File: config.mk
export PLATFORM = sky130hd
export DESIGN_NAME = servo_pwm_array
export DESIGN_NICKNAME = d
export VERILOG_FILES = /design/src/rtl/servo_pwm_array.sv
export SDC_FILE = /design/constraint.sdc
export NUM_CORES = 1
export LEC_CHECK = 0
export CAP_MARGIN = 20
export CORE_MARGIN = 3
export CORE_UTILIZATION = 60
export DETAILED_ROUTE_END_ITERATION = 8
export PLACE_DENSITY = 0.83
export SYNTH_ARGS = -nofsm -noshare
export SYNTH_HDL_FRONTEND = slang
export SYNTH_SLANG_ARGS = --single-unit
File: constraint.sdc
create_clock -name clk -period 18.2 [get_ports clk]
set_input_delay 3.64 -clock clk [delete_from_list [all_inputs] [get_ports clk]]
set_output_delay 3.64 -clock clk [all_outputs]
set_load 0.005 [all_outputs]
File: src/rtl/servo_pwm_array.sv
// N-channel hobby-servo PWM generator with shadow/live angle sets and frame-synchronous commit.
// Define SERVO_SLEW_EN to rate-limit live angle changes to SLEW_DEG per frame.
module servo_pwm_array #(
    parameter int unsigned CHANNELS      = 4,
    parameter int unsigned FRAME_TICKS   = 1_000_000,
    parameter int unsigned MIN_TICKS     = 27_250,
    parameter int unsigned TICKS_PER_DEG = 515,
    parameter int unsigned MAX_ANGLE     = 180,
    parameter int unsigned RESET_ANGLE   = 90,
    parameter int unsigned SLEW_DEG      = 1,
    localparam int unsigned CHW          = (CHANNELS > 1) ? $clog2(CHANNELS) : 1
) (
    input  logic                clk,
    input  logic                rst,
    input  logic                wr_en,
    input  logic [CHW-1:0]      wr_ch,
    input  logic [7:0]          wr_angle,
    input  logic                commit,
    output logic [CHANNELS-1:0] servo,
    output logic                frame_tick,
    output logic                wr_clamped,
    output logic                settled
);

    localparam int unsigned CW = (FRAME_TICKS > 1) ? $clog2(FRAME_TICKS) : 1;
    localparam int unsigned PW = CW + 1;
    localparam logic [CW-1:0] CNT_LAST = CW'(FRAME_TICKS - 1);
    localparam logic [PW-1:0] FRAME_W  = PW'(FRAME_TICKS);
    localparam logic [PW-1:0] MIN_W    = PW'(MIN_TICKS);
    localparam logic [PW-1:0] TPD_W    = PW'(TICKS_PER_DEG);
    localparam logic [PW-1:0] P_RST    = PW'(MIN_TICKS + RESET_ANGLE * TICKS_PER_DEG);
    localparam logic [7:0]    MAX8     = 8'(MAX_ANGLE);
    localparam logic [7:0]    RST8     = 8'(RESET_ANGLE);
`ifdef SERVO_SLEW_EN
    localparam bit            SLEW_EN  = 1'b1;
`else
    localparam bit            SLEW_EN  = 1'b0;
`endif
    // Without slew limiting a 255-degree step always reaches the target in one frame.
    localparam logic [7:0]    STEP     = SLEW_EN ? 8'(SLEW_DEG) : 8'hFF;

    logic [CW-1:0]       cnt_q, cnt_d;
    logic [7:0]          shadow_q [CHANNELS];
    logic [7:0]          shadow_d [CHANNELS];
    logic [7:0]          target_q [CHANNELS];
    logic [7:0]          target_d [CHANNELS];
    logic [7:0]          live_q   [CHANNELS];
    logic [7:0]          live_d   [CHANNELS];
    logic [PW-1:0]       p_q      [CHANNELS];
    logic [PW-1:0]       p_d      [CHANNELS];
    logic                pending_q, pending_d;
    logic [CHANNELS-1:0] servo_q, servo_d;
    logic                frame_tick_q, wr_clamped_q, settled_q, settled_d;
    logic                boundary, wr_ok, all_eq;
    logic [7:0]          wr_val;

    always_comb begin
        boundary  = (cnt_q == CNT_LAST);
        cnt_d     = boundary ? '0 : cnt_q + CW'(1);
        wr_ok     = wr_en && (32'(wr_ch) < CHANNELS);
        wr_val    = (wr_angle > MAX8) ? MAX8 : wr_angle;
        pending_d = pending_q | commit;
        all_eq    = 1'b1;
        servo_d   = '0;
        for (int unsigned i = 0; i < CHANNELS; i++) begin
            shadow_d[i] = (wr_ok && (32'(wr_ch) == i)) ? wr_val : shadow_q[i];
            target_d[i] = target_q[i];
            live_d[i]   = live_q[i];
            p_d[i]      = p_q[i];
        end
        // The transfer uses shadow_d so a write on the commit boundary cycle is included.
        if (boundary) begin
            for (int unsigned i = 0; i < CHANNELS; i++) begin
                if (pending_d) begin
                    target_d[i] = shadow_d[i];
                end
                if (target_d[i] > live_q[i]) begin
                    live_d[i] = ((target_d[i] - live_q[i]) > STEP) ? live_q[i] + STEP : target_d[i];
                end else begin
                    live_d[i] = ((live_q[i] - target_d[i]) > STEP) ? live_q[i] - STEP : target_d[i];
                end
                p_d[i] = MIN_W + PW'(live_d[i]) * TPD_W;
            end
            pending_d = 1'b0;
        end
        for (int unsigned i = 0; i < CHANNELS; i++) begin
            if (live_d[i] != target_d[i]) begin
                all_eq = 1'b0;
            end
            servo_d[i] = (PW'(cnt_d) >= (FRAME_W - p_d[i]));
        end
        settled_d = all_eq && !pending_d;
    end

    always_ff @(posedge clk) begin
        if (rst) begin
            cnt_q        <= '0;
            pending_q    <= 1'b0;
            servo_q      <= '0;
            frame_tick_q <= 1'b0;
            wr_clamped_q <= 1'b0;
            settled_q    <= 1'b1;
            for (int unsigned i = 0; i < CHANNELS; i++) begin
                shadow_q[i] <= RST8;
                target_q[i] <= RST8;
                live_q[i]   <= RST8;
                p_q[i]      <= P_RST;
            end
        end else begin
            cnt_q        <= cnt_d;
            pending_q    <= pending_d;
            servo_q      <= servo_d;
            frame_tick_q <= (cnt_d == CNT_LAST);
            wr_clamped_q <= wr_ok && (wr_angle > MAX8);
            settled_q    <= settled_d;
            for (int unsigned i = 0; i < CHANNELS; i++) begin
                shadow_q[i] <= shadow_d[i];
                target_q[i] <= target_d[i];
                live_q[i]   <= live_d[i];
                p_q[i]      <= p_d[i];
            end
        end
    end

    assign servo      = servo_q;
    assign frame_tick = frame_tick_q;
    assign wr_clamped = wr_clamped_q;
    assign settled    = settled_q;

endmodule
Yosys cells after proc, flatten, opt, wreduce, memory -nomap -nowiden
Memories as Yosys holds them, arrays and structs flattened.
Index checks and enable logic that the tools add are counted.
{"block": "totals", "n_memories": 4, "mem_bits_rw": 180, "word_cells": 147, "register_bits": 28, "in_bits": 14}
{"memory": "p_q", "depth": 4, "width": 21, "rd": 4, "rd_clocked_by_memory_dff": 0, "wr": 4, "line_no": "49", "rtl": "logic [PW-1:0] p_q [CHANNELS];"}
{"memory": "live_q", "depth": 4, "width": 8, "rd": 4, "rd_clocked_by_memory_dff": 0, "wr": 4, "line_no": "47", "rtl": "logic [7:0] live_q [CHANNELS];"}
{"memory": "shadow_q", "depth": 4, "width": 8, "rd": 4, "rd_clocked_by_memory_dff": 0, "wr": 4, "line_no": "43", "rtl": "logic [7:0] shadow_q [CHANNELS];"}
{"memory": "target_q", "depth": 4, "width": 8, "rd": 4, "rd_clocked_by_memory_dff": 0, "wr": 4, "line_no": "45", "rtl": "logic [7:0] target_q [CHANNELS];"}
{"block": "op_classes", "n_mul": 4, "n_eq_ne": 9, "reduce_logical": 8, "addsub": 25, "bitwise": 17, "magnitude_cmp": 17, "n_mux": 57}
{"operator": "8-bit two-way mux", "n": 41}
{"operator": "20-bit by 21-bit >= comparator with 1-bit output", "n": 4}
{"operator": "21-bit two-way mux", "n": 4}
{"operator": "84-bit two-way mux", "n": 1}
{"operator": "20-bit by 21-bit subtractor with 21-bit output, first input constant", "n": 4}
{"operator": "15-bit by 18-bit adder with 19-bit output, first input constant", "n": 4}
{"operator": "8-bit > comparator, second input constant", "n": 9}
{"operator": "8-bit by 10-bit multiplier with 18-bit output, second input constant", "n": 4}
{"operator": "32-bit two-way mux", "n": 2}
{"operator": "8-bit subtractor", "n": 8}
{"operator": "20-bit == test, second input constant", "n": 2}
{"operator": "8-bit adder, second input constant", "n": 4}
{"operator": "8-bit > comparator", "n": 4}
{"operator": "8-bit inequality test", "n": 4}
{"operator": "8-bit subtractor, second input constant", "n": 4}
{"operator": "20-bit by 1-bit adder with 20-bit output, second input constant", "n": 1}
{"operator": "20-bit two-way mux", "n": 1}
{"operator": "1-bit bitwise OR", "n": 17}
{"operator": "1-bit two-way mux", "n": 8}
{"operator": "1-bit logical AND", "n": 6}
{"operator": "2-bit == test, second input constant", "n": 2}
{"operator": "2-bit by 1-bit == test with 1-bit output, second input constant", "n": 1}
{"operator": "2-bit zero test", "n": 1}
{"operator": "1-bit zero test", "n": 1}

Depth between registers and ports, before layout
Gate-level depths: netlist of the first run.
{"block": "logic_depth", "ltp_word": 17, "mapped_depth": 31, "ltp_nobuf": 31}

Least setup slack after synthesis of the first run
OpenSTA, ideal clock, no wires.
{"block": "synth_path", "path_type": "input to register", "from": "input port wr_angle[1]", "to": "register servo_q[0], in the netlist servo[0]", "path_stages": 29, "n_path_buf": 0, "arrival_ps": 9626, "slack_ps": 8489, "setup_time_ps": 86, "cell_sequence": "o21a_1 > o311a_1 > nor2_1 > nor2_1 > a21oi_1 > nor2_1 > a21oi_1 > inv_1 > ha_1 > inv_1 > o21bai_1 > ha_1 > ha_1 > a21o_1 > a211oi_1 > a211oi_1 > a311o_1 > mux2i_1 > a211oi_1 > nand3b_1 > a21oi_1 > xnor2_1 > ha_1 > o211ai_1 > or3_1 > or3_1 > a21oi_1 > o211ai_1 > a211oi_1"}
{"block": "synth_between", "elab_chain_cells": 15, "word_cells_on_any_way": 19, "classes_between": "add/sub (4); mul (1); order compare (5); mux (9)"}
{"element": "from (decl)", "line_no": "17", "rtl": "input logic [7:0] wr_angle,"}
{"element": "8-bit > comparator", "line_no": "61", "rtl": "wr_val = (wr_angle > MAX8) ? MAX8 : wr_angle;"}
{"element": "8-bit two-way mux (*)", "line_no": "61"}
{"element": "8-bit two-way mux (*)", "line_no": "66", "rtl": "shadow_d[i] = (wr_ok && (32'(wr_ch) == i)) ? wr_val : shadow_q[i];"}
{"element": "8-bit two-way mux (*)", "line_no": "74", "rtl": "if (pending_d) begin"}
{"element": "8-bit two-way mux (*)", "line_no": "72", "rtl": "if (boundary) begin"}
{"element": "8-bit subtractor (on tied branches)", "line_no": "80, 78"}
{"element": "8-bit > comparator (on tied branches)", "line_no": "80, 78"}
{"element": "8-bit two-way mux (on tied branches)", "line_no": "80, 78"}
{"element": "8-bit two-way mux (*)", "line_no": "77", "rtl": "if (target_d[i] > live_q[i]) begin"}
{"element": "8-bit two-way mux (*)", "line_no": "72"}
{"element": "8-bit by 10-bit multiplier with 18-bit output (*)", "line_no": "82", "rtl": "p_d[i] = MIN_W + PW'(live_d[i]) * TPD_W;"}
{"element": "15-bit by 18-bit adder with 19-bit output (*)", "line_no": "82"}
{"element": "84-bit two-way mux (*)", "line_no": "72"}
{"element": "20-bit by 21-bit subtractor with 21-bit output (*)", "line_no": "90", "rtl": "servo_d[i] = (PW'(cnt_d) >= (FRAME_W - p_d[i]));"}
{"element": "20-bit by 21-bit >= comparator with 1-bit output (*)", "line_no": "90"}
{"element": "to (signal assigned)", "line_no": "112", "rtl": "servo_q <= servo_d;"}
{"element": "to (decl)", "line_no": "52", "rtl": "logic [CHANNELS-1:0] servo_q, servo_d;"}
Mark *: on every way between the ends. The rest lies on a longest branch, timed or not. The select of a mux whose other input is x is not followed.
A chain may end at the register's enable or synchronous reset.

Worst setup path after layout of the first run
{"block": "layout_path", "from": "input port wr_angle[0]", "to": "register servo_q[0], in the netlist servo[0]"}
The elaborated chain is that of the path after synthesis.

==> results.tsv, run 1 <==
stage	metric	value	unit
yosys	ys flop type	dfxtp_1	
yosys	number of synthesized flops with an enable pin	0	
cts	clk buf depth	3	
cts	post-CTS sizing	0	
detailed_routing	DR top layer	met4	
floorplan	I/O Pins	21	
detailed_routing	drt wl/cell	18.5	µm
flow_run	maxcap violations	0	
global_route	vias in the first global route	13600	
yosys	Seq cells post-synth	208	
setup_path	critical path class	primary input to register	
floorplan	DIE AREA	28800	µm²
place	DP HPWL	30.9	mm
yosys	Avg Inst Size Synth	8.15	µm²
sta	Hold Vio Cnt, Final	0	
floorplan	die height	170	µm
sta	Worst Skew	0.0189	ns
power_and_ir_drop	static leakage	7.95	nW
cells_and_area	Seq. cell area	4160	µm²
cells_and_area	share of layout cells above drive strength 1	0.0515	
setup_path	critical path's largest stage delay	0.72	ns
yosys	synthesized area	16100	µm²
cells_and_area	P&R area growth vs syn	7.88	%
global_route	initial antenna violation count	0	
detailed_routing	drt total wl	42.9	mm
yosys	XOR/XNOR share of the synthesized area	0.0973	
detailed_routing	antenna viol nets, final	0	
cts	CTS hold repair buffers	0	
place	IO buf count	20	
sta	Final period util	0.589	
floorplan	FP Rows	59	
sta	RSZ-0062 raised after global routing	false	
global_route	largest net degree at the start of global routing	99	
yosys	post-synthesis compound-gate area fraction	0.191	
yosys	Mapped Cells	1976	
sta	min Tclk post-route	10.72	ns
place	Cells after DPL	2272	
detailed_routing	vias	14300	
global_route	grt ovf	0	
sta	Worst slew margin	0.325	
cts	H-tree depth	1	
yosys	largest family of logic cells by synthesized area	simple AND/OR/NAND/NOR gates	
yosys	sequential area share after synthesis	0.259	
setup_path	CP max FO	7	
status	status	finished, final reports clean	
power_and_ir_drop	pwr/cell area	76.6	nW/µm²
setup_path	startpoint type of the worst setup path	primary input	
setup_path	nature of the critical path endpoint	register	
detailed_routing	wl on met1	18.1	mm
cells_and_area	Total Nets Final	2211	
detailed_routing	DRT iter0 DRCs	1334	
cts	Num CTS Buffers	24	
floorplan	Core Region	26200	µm²
sta	max frequency	93.3	MHz
yosys	Post-synth ARST share	0	
yosys	Post-Synth Simple-Gate Area	0.211	
power_and_ir_drop	maximum vdd ir drop	0.0632	mV
cells_and_area	final non-filler cell total	2316	
detailed_routing	WL met3	2.70	mm
detailed_routing	met2 wire length	20.0	mm
detailed_routing	Residual DRC	0	
setup_path	Worst EP required	18.64	ns
detailed_routing	via/cell ratio	6.16	
setup_path	CP arrival	11.16	ns
yosys	YS warnings	0	
cells_and_area	combined area of the multi-input logic cells	11300	µm²
floorplan	Initial Util	0.615	
detailed_routing	First-pass DRT Iterations	7	
sta	Setup Total Neg Slack	0	ns
sta	Setup Viol. Count Final	0	
yosys	Yosys cell types	84	
floorplan	DIE WIDTH	170	µm
global_route	global-route wire length before repair	68.6	mm
sta	Max Slew Vio Count	0	
cts	clock transition at the registers of the reported paths	0.06	ns
sta	worst slew pin tran	1.01	ns
cells_and_area	diode count	0	
global_route	all-layer global routing usage	0.291	
cts	Clock Latency Late Sink	0.53	ns
yosys	Synth Area in Adders	0.186	
cells_and_area	Layout fillers	2134	
yosys	post-synth net total	2224	
cts	# Post-CTS Setup Buffers	0	
cts	CTS root buffer	clkbuf_16	
setup_path	Worst path slowest cell	a211oi_1	
place	GP Congestion	0.921	
worst_hold_path	HP Class	register to register	
cts	clock sink count	208	
cts	TritonCTS clock tree	built	
yosys	post-synthesis mux area share	0.0168	
cell families (layout without fill, tap and decap cells):
kind of cell / count (synthesis) / after routing
AOI/OAI and AO/OA: 466 / 466
xor gates and xnor gates: 179 / 179
adders and majority gates: 234 / 234
buffers and inverters: 164 / 169
DFF: 208 / 208
muxes: 27 / 27
and+or+nand+nor: 698 / 698
flip-flops by register name, summed over array words and instances, names as in the netlist:
signal and count:
wr_clamped 1, target_q 32, settled 1, cnt_q 20, p_q 84, pending_q 1, frame_tick 1, live_q 32
servo 4, shadow_q 32
layout by cell type, fill, tap and decap left out, drive strengths merged, types with 27 or more instances in the layout:
master and count:
a21o 42, a21oi 163, clkbuf 29, dfxtp 208
ha 226, inv 96, mux2i 27, nand2 190
nand2b 47, nand4 28, nor2 223, nor2b 32
nor3 36, o21a 42, o21ai 65, xnor2 98
xor2 81
final timing paths:
kind,from,to,slack (ns),depth (start not counted)
min,live_q[1][1],live_q[1][1],0.45,2
max,wr_angle[0],servo[0],7.48,30
min reg2reg,live_q[1][1],live_q[1][1],0.45,2
max reg2reg,pending_q,servo[2],10.86,26
area by class of cell:
cell class                      instances  share of cell area
Clock buffer                           29              0.0392
Clock inverter                         15             0.00979
Inverter                               94              0.0203
Multi-Input combinational cell       1604               0.651
Sequential cell                       208               0.240
Tap cell                              335              0.0241
Timing Repair Buffer                   31              0.0161
power breakdown:
group          switching [mW]  leakage [nW]  internal [mW]
sequential            0.00170          1.68          0.459
combinational           0.215          5.85          0.140
clock                   0.205         0.414          0.310
total                   0.422          7.95          0.910
cells in the mapped netlist, types with 7 or more instances:
cell type,count,area (µm²)
o21ai_0,61,305
nand4_1,28,175
dfxtp_1,208,4160
o211ai_1,7,52.6
and3_1,11,68.8
mux2i_1,27,270
o21a_1,42,315
and2_1,17,106
o21bai_1,22,165
nor3b_1,9,67.6
xor2_1,81,709
ha_1,226,2830
a21boi_0,7,52.6
or2_2,14,87.6
fa_1,8,160
or3_1,17,106
nand2_1,189,709
a21oi_1,162,811
a2111oi_0,9,78.8
nor3_1,34,170
o31ai_1,16,120
clkbuf_1,49,184
nor2_1,221,830
buf_2,8,40.0
nor4_1,13,81.3
nor2b_1,32,200
a211oi_1,14,105
a31oi_1,19,119
a21o_1,42,315
inv_1,94,353
nand3_1,26,130
xnor2_1,98,858
nand3b_1,11,82.6
nand2b_1,47,294
buf_1,11,41.3
routing by layer:
metal,GRT usage,up-vias
met5,0,-
met3,0.0416,137
li1,-,6910
met1,0.373,6712
met4,0.132,0
met2,0.487,500
critical path: cells and delay by family:
kind / cells / cell delay, ns
AOI/OAI and AO/OA: 15 / 3.75
xor gates and xnor gates: 1 / 0.16
adders and majority gates: 4 / 1.30
buffers and inverters: 3 / 0.80
muxes: 1 / 0.15
and+or+nand+nor: 6 / 1.38
through the flow:
step	hold WS [ns]	total power, mW	util	area [µm²]	setup WS (ns)
floorplan	0.431	0.736	-	16100	8.49
global route	0.479	1.39	0.663	17400	6.82
CTS	0.456	1.33	0.663	17400	7.58
global placement	0.441	0.806	0.631	16500	7.28
detailed placement	0.446	0.816	0.631	16500	7.08
finish	0.452	1.33	0.663	17400	7.48
No activity file was read; power rests on OpenSTA's default activity.
==> inputs of run 2 (changes only) <==
CORE_UTILIZATION = 58   (was 60)
clock period = 9.7 ns   (was 18.2 ns; I/O delays follow)
==> results.tsv, run 2 (same netlist as run 1, synthesis figures left out) <==
stage	metric	value	unit
status	status	finished, final reports clean	
floorplan	I/O Pins	21	
detailed_routing	drt total wl	43.5	mm
cells_and_area	Total Nets Final	2233	
setup_path	CP arrival	9.11	ns
floorplan	Core Region	27100	µm²
power_and_ir_drop	static leakage	8.07	nW
cts	clock sink count	208	
global_route	all-layer global routing usage	0.282	
setup_path	critical path's largest stage delay	0.69	ns
cells_and_area	P&R area growth vs syn	9.42	%
setup_path	critical path class	primary input to register	
cells_and_area	most frequent cells in the layout	ha_1, nor2_1, dfxtp_1, nand2_1, a21oi_1	
floorplan	DIE AREA	29800	µm²
detailed_routing	vias	14400	
global_route	largest net degree at the start of global routing	98	
sta	Setup Total Neg Slack	0	ns
global_route	initial antenna violation count	0	
global_route	global-route wire length before repair	70.6	mm
detailed_routing	antenna viol nets, final	0	
sta	max frequency	115	MHz
sta	Setup Viol. Count Final	0	
detailed_routing	Residual DRC	0	
sta	Max Slew Vio Count	0	
cells_and_area	share of layout cells above drive strength 1	0.0609	
cts	post-CTS sizing	0	
cells_and_area	most common cell after layout, fill and taps aside	ha_1	
cts	H-tree depth	1	
setup_path	startpoint type of the worst setup path	primary input	
sta	worst slew pin tran	1.11	ns
cts	Num CTS Buffers	25	
place	GP Congestion	0.964	
flow_run	maxcap violations	0	
cts	# Post-CTS Setup Buffers	0	
setup_path	Worst Path Buf+Inv	3	
cells_and_area	Layout fillers	2267	
place	DP HPWL	31.8	mm
floorplan	die height	173	µm
sta	RSZ-0062 raised after global routing	false	
detailed_routing	DRT iter0 DRCs	1269	
setup_path	delay-heaviest family, CP	compound AO/OA/AOI/OAI gates	
sta	Hold Vio Cnt, Final	0	
setup_path	nature of the critical path endpoint	register	
cts	Clock Latency Late Sink	0.53	ns
global_route	grt ovf	0	
cts	clk buf depth	3	
floorplan	Initial Util	0.594	
place	IO buf count	20	
sta	Final period util	0.900	
setup_path	reg-to-reg setup timing slack	2.90	ns
cts	CTS root buffer	clkbuf_16	
sta	Worst Skew	0.0170	ns
cts	clock transition at the registers of the reported paths	0.06	ns
sta	Worst slew margin	0.252	
power_and_ir_drop	maximum vdd ir drop	0.144	mV
cells_and_area	post-route cell area	17600	µm²
global_route	vias in the first global route	13900	
power_and_ir_drop	pwr/cell area	145	nW/µm²
worst_hold_path	HP Class	register to register	
cts	TritonCTS clock tree	built	
detailed_routing	drt wl/cell	18.3	µm
cts	CTS hold repair buffers	0	
place	post-place instance area	16700	µm²
setup_path	CP max FO	5	
floorplan	DIE WIDTH	173	µm
setup_path	Worst EP required	10.08	ns
sta	min Tclk post-route	8.73	ns
cells_and_area	flip-flop count of the largest register after layout	84	
cells_and_area	Reg with most FFs	p_q	
detailed_routing	via/cell ratio	6.07	
floorplan	FP Rows	60	
detailed_routing	First-pass DRT Iterations	5	
setup_path	Worst path slowest cell	a2111oi_0	
## run 2: power breakdown
part	switching, mW	leakage [nW]	internal [mW]
Sequential	0.00330	1.68	0.862
Combinational	0.400	5.95	0.268
Clock	0.390	0.436	0.629
Total	0.794	8.07	1.76
## run 2: cell type report
type                    count  area, µm²  share of cell area
diodes                      2       5.00            0.000284
clock buffers              30        674              0.0383
clock inverters            15        216              0.0123
inverters                  94        353              0.0200
multi-input cells        1604      11300               0.642
flip-flops and latches    208       4160               0.236
well taps                 372        465              0.0264
repair buffers             52        438              0.0248
## run 2: final timing paths
check	end	depth (start not counted)	start
worst max-delay path	servo[2]	30	wr_angle[0]
worst min-delay path	live_q[1][1]	2	live_q[1][1]
worst max register to register	servo[2]	27	pending_q
worst min register to register	live_q[1][1]	2	live_q[1][1]
## run 2: tightest hold or removal path, stage by stage (launching register included)
cell	delay (ns)
dfxtp_1	0.31
nand2_1	0.05
nand2_1	0.04
## run 2: metrics by stage
stage	instances	util	power, mW	hold WS, ns	worst slack, ns
after floorplan	1976	-	1.38	0.431	1.69
after global placement	2330	0.617	1.52	0.440	0.799
after detailed placement	2330	0.617	1.54	0.447	0.564
after CTS	2375	0.650	2.55	0.456	1.07
after global routing	2375	0.650	2.67	0.473	0.341
final	2377	0.650	2.55	0.453	0.966
## run 2: metal layers
layer  vias up  routed length, µm  GRT usage
met4         0               1790      0.114
met3       111               3070     0.0444
met2       531              20500      0.481
met5         -                  0          0
li1       6949                  -          -
met1      6837              18200      0.359
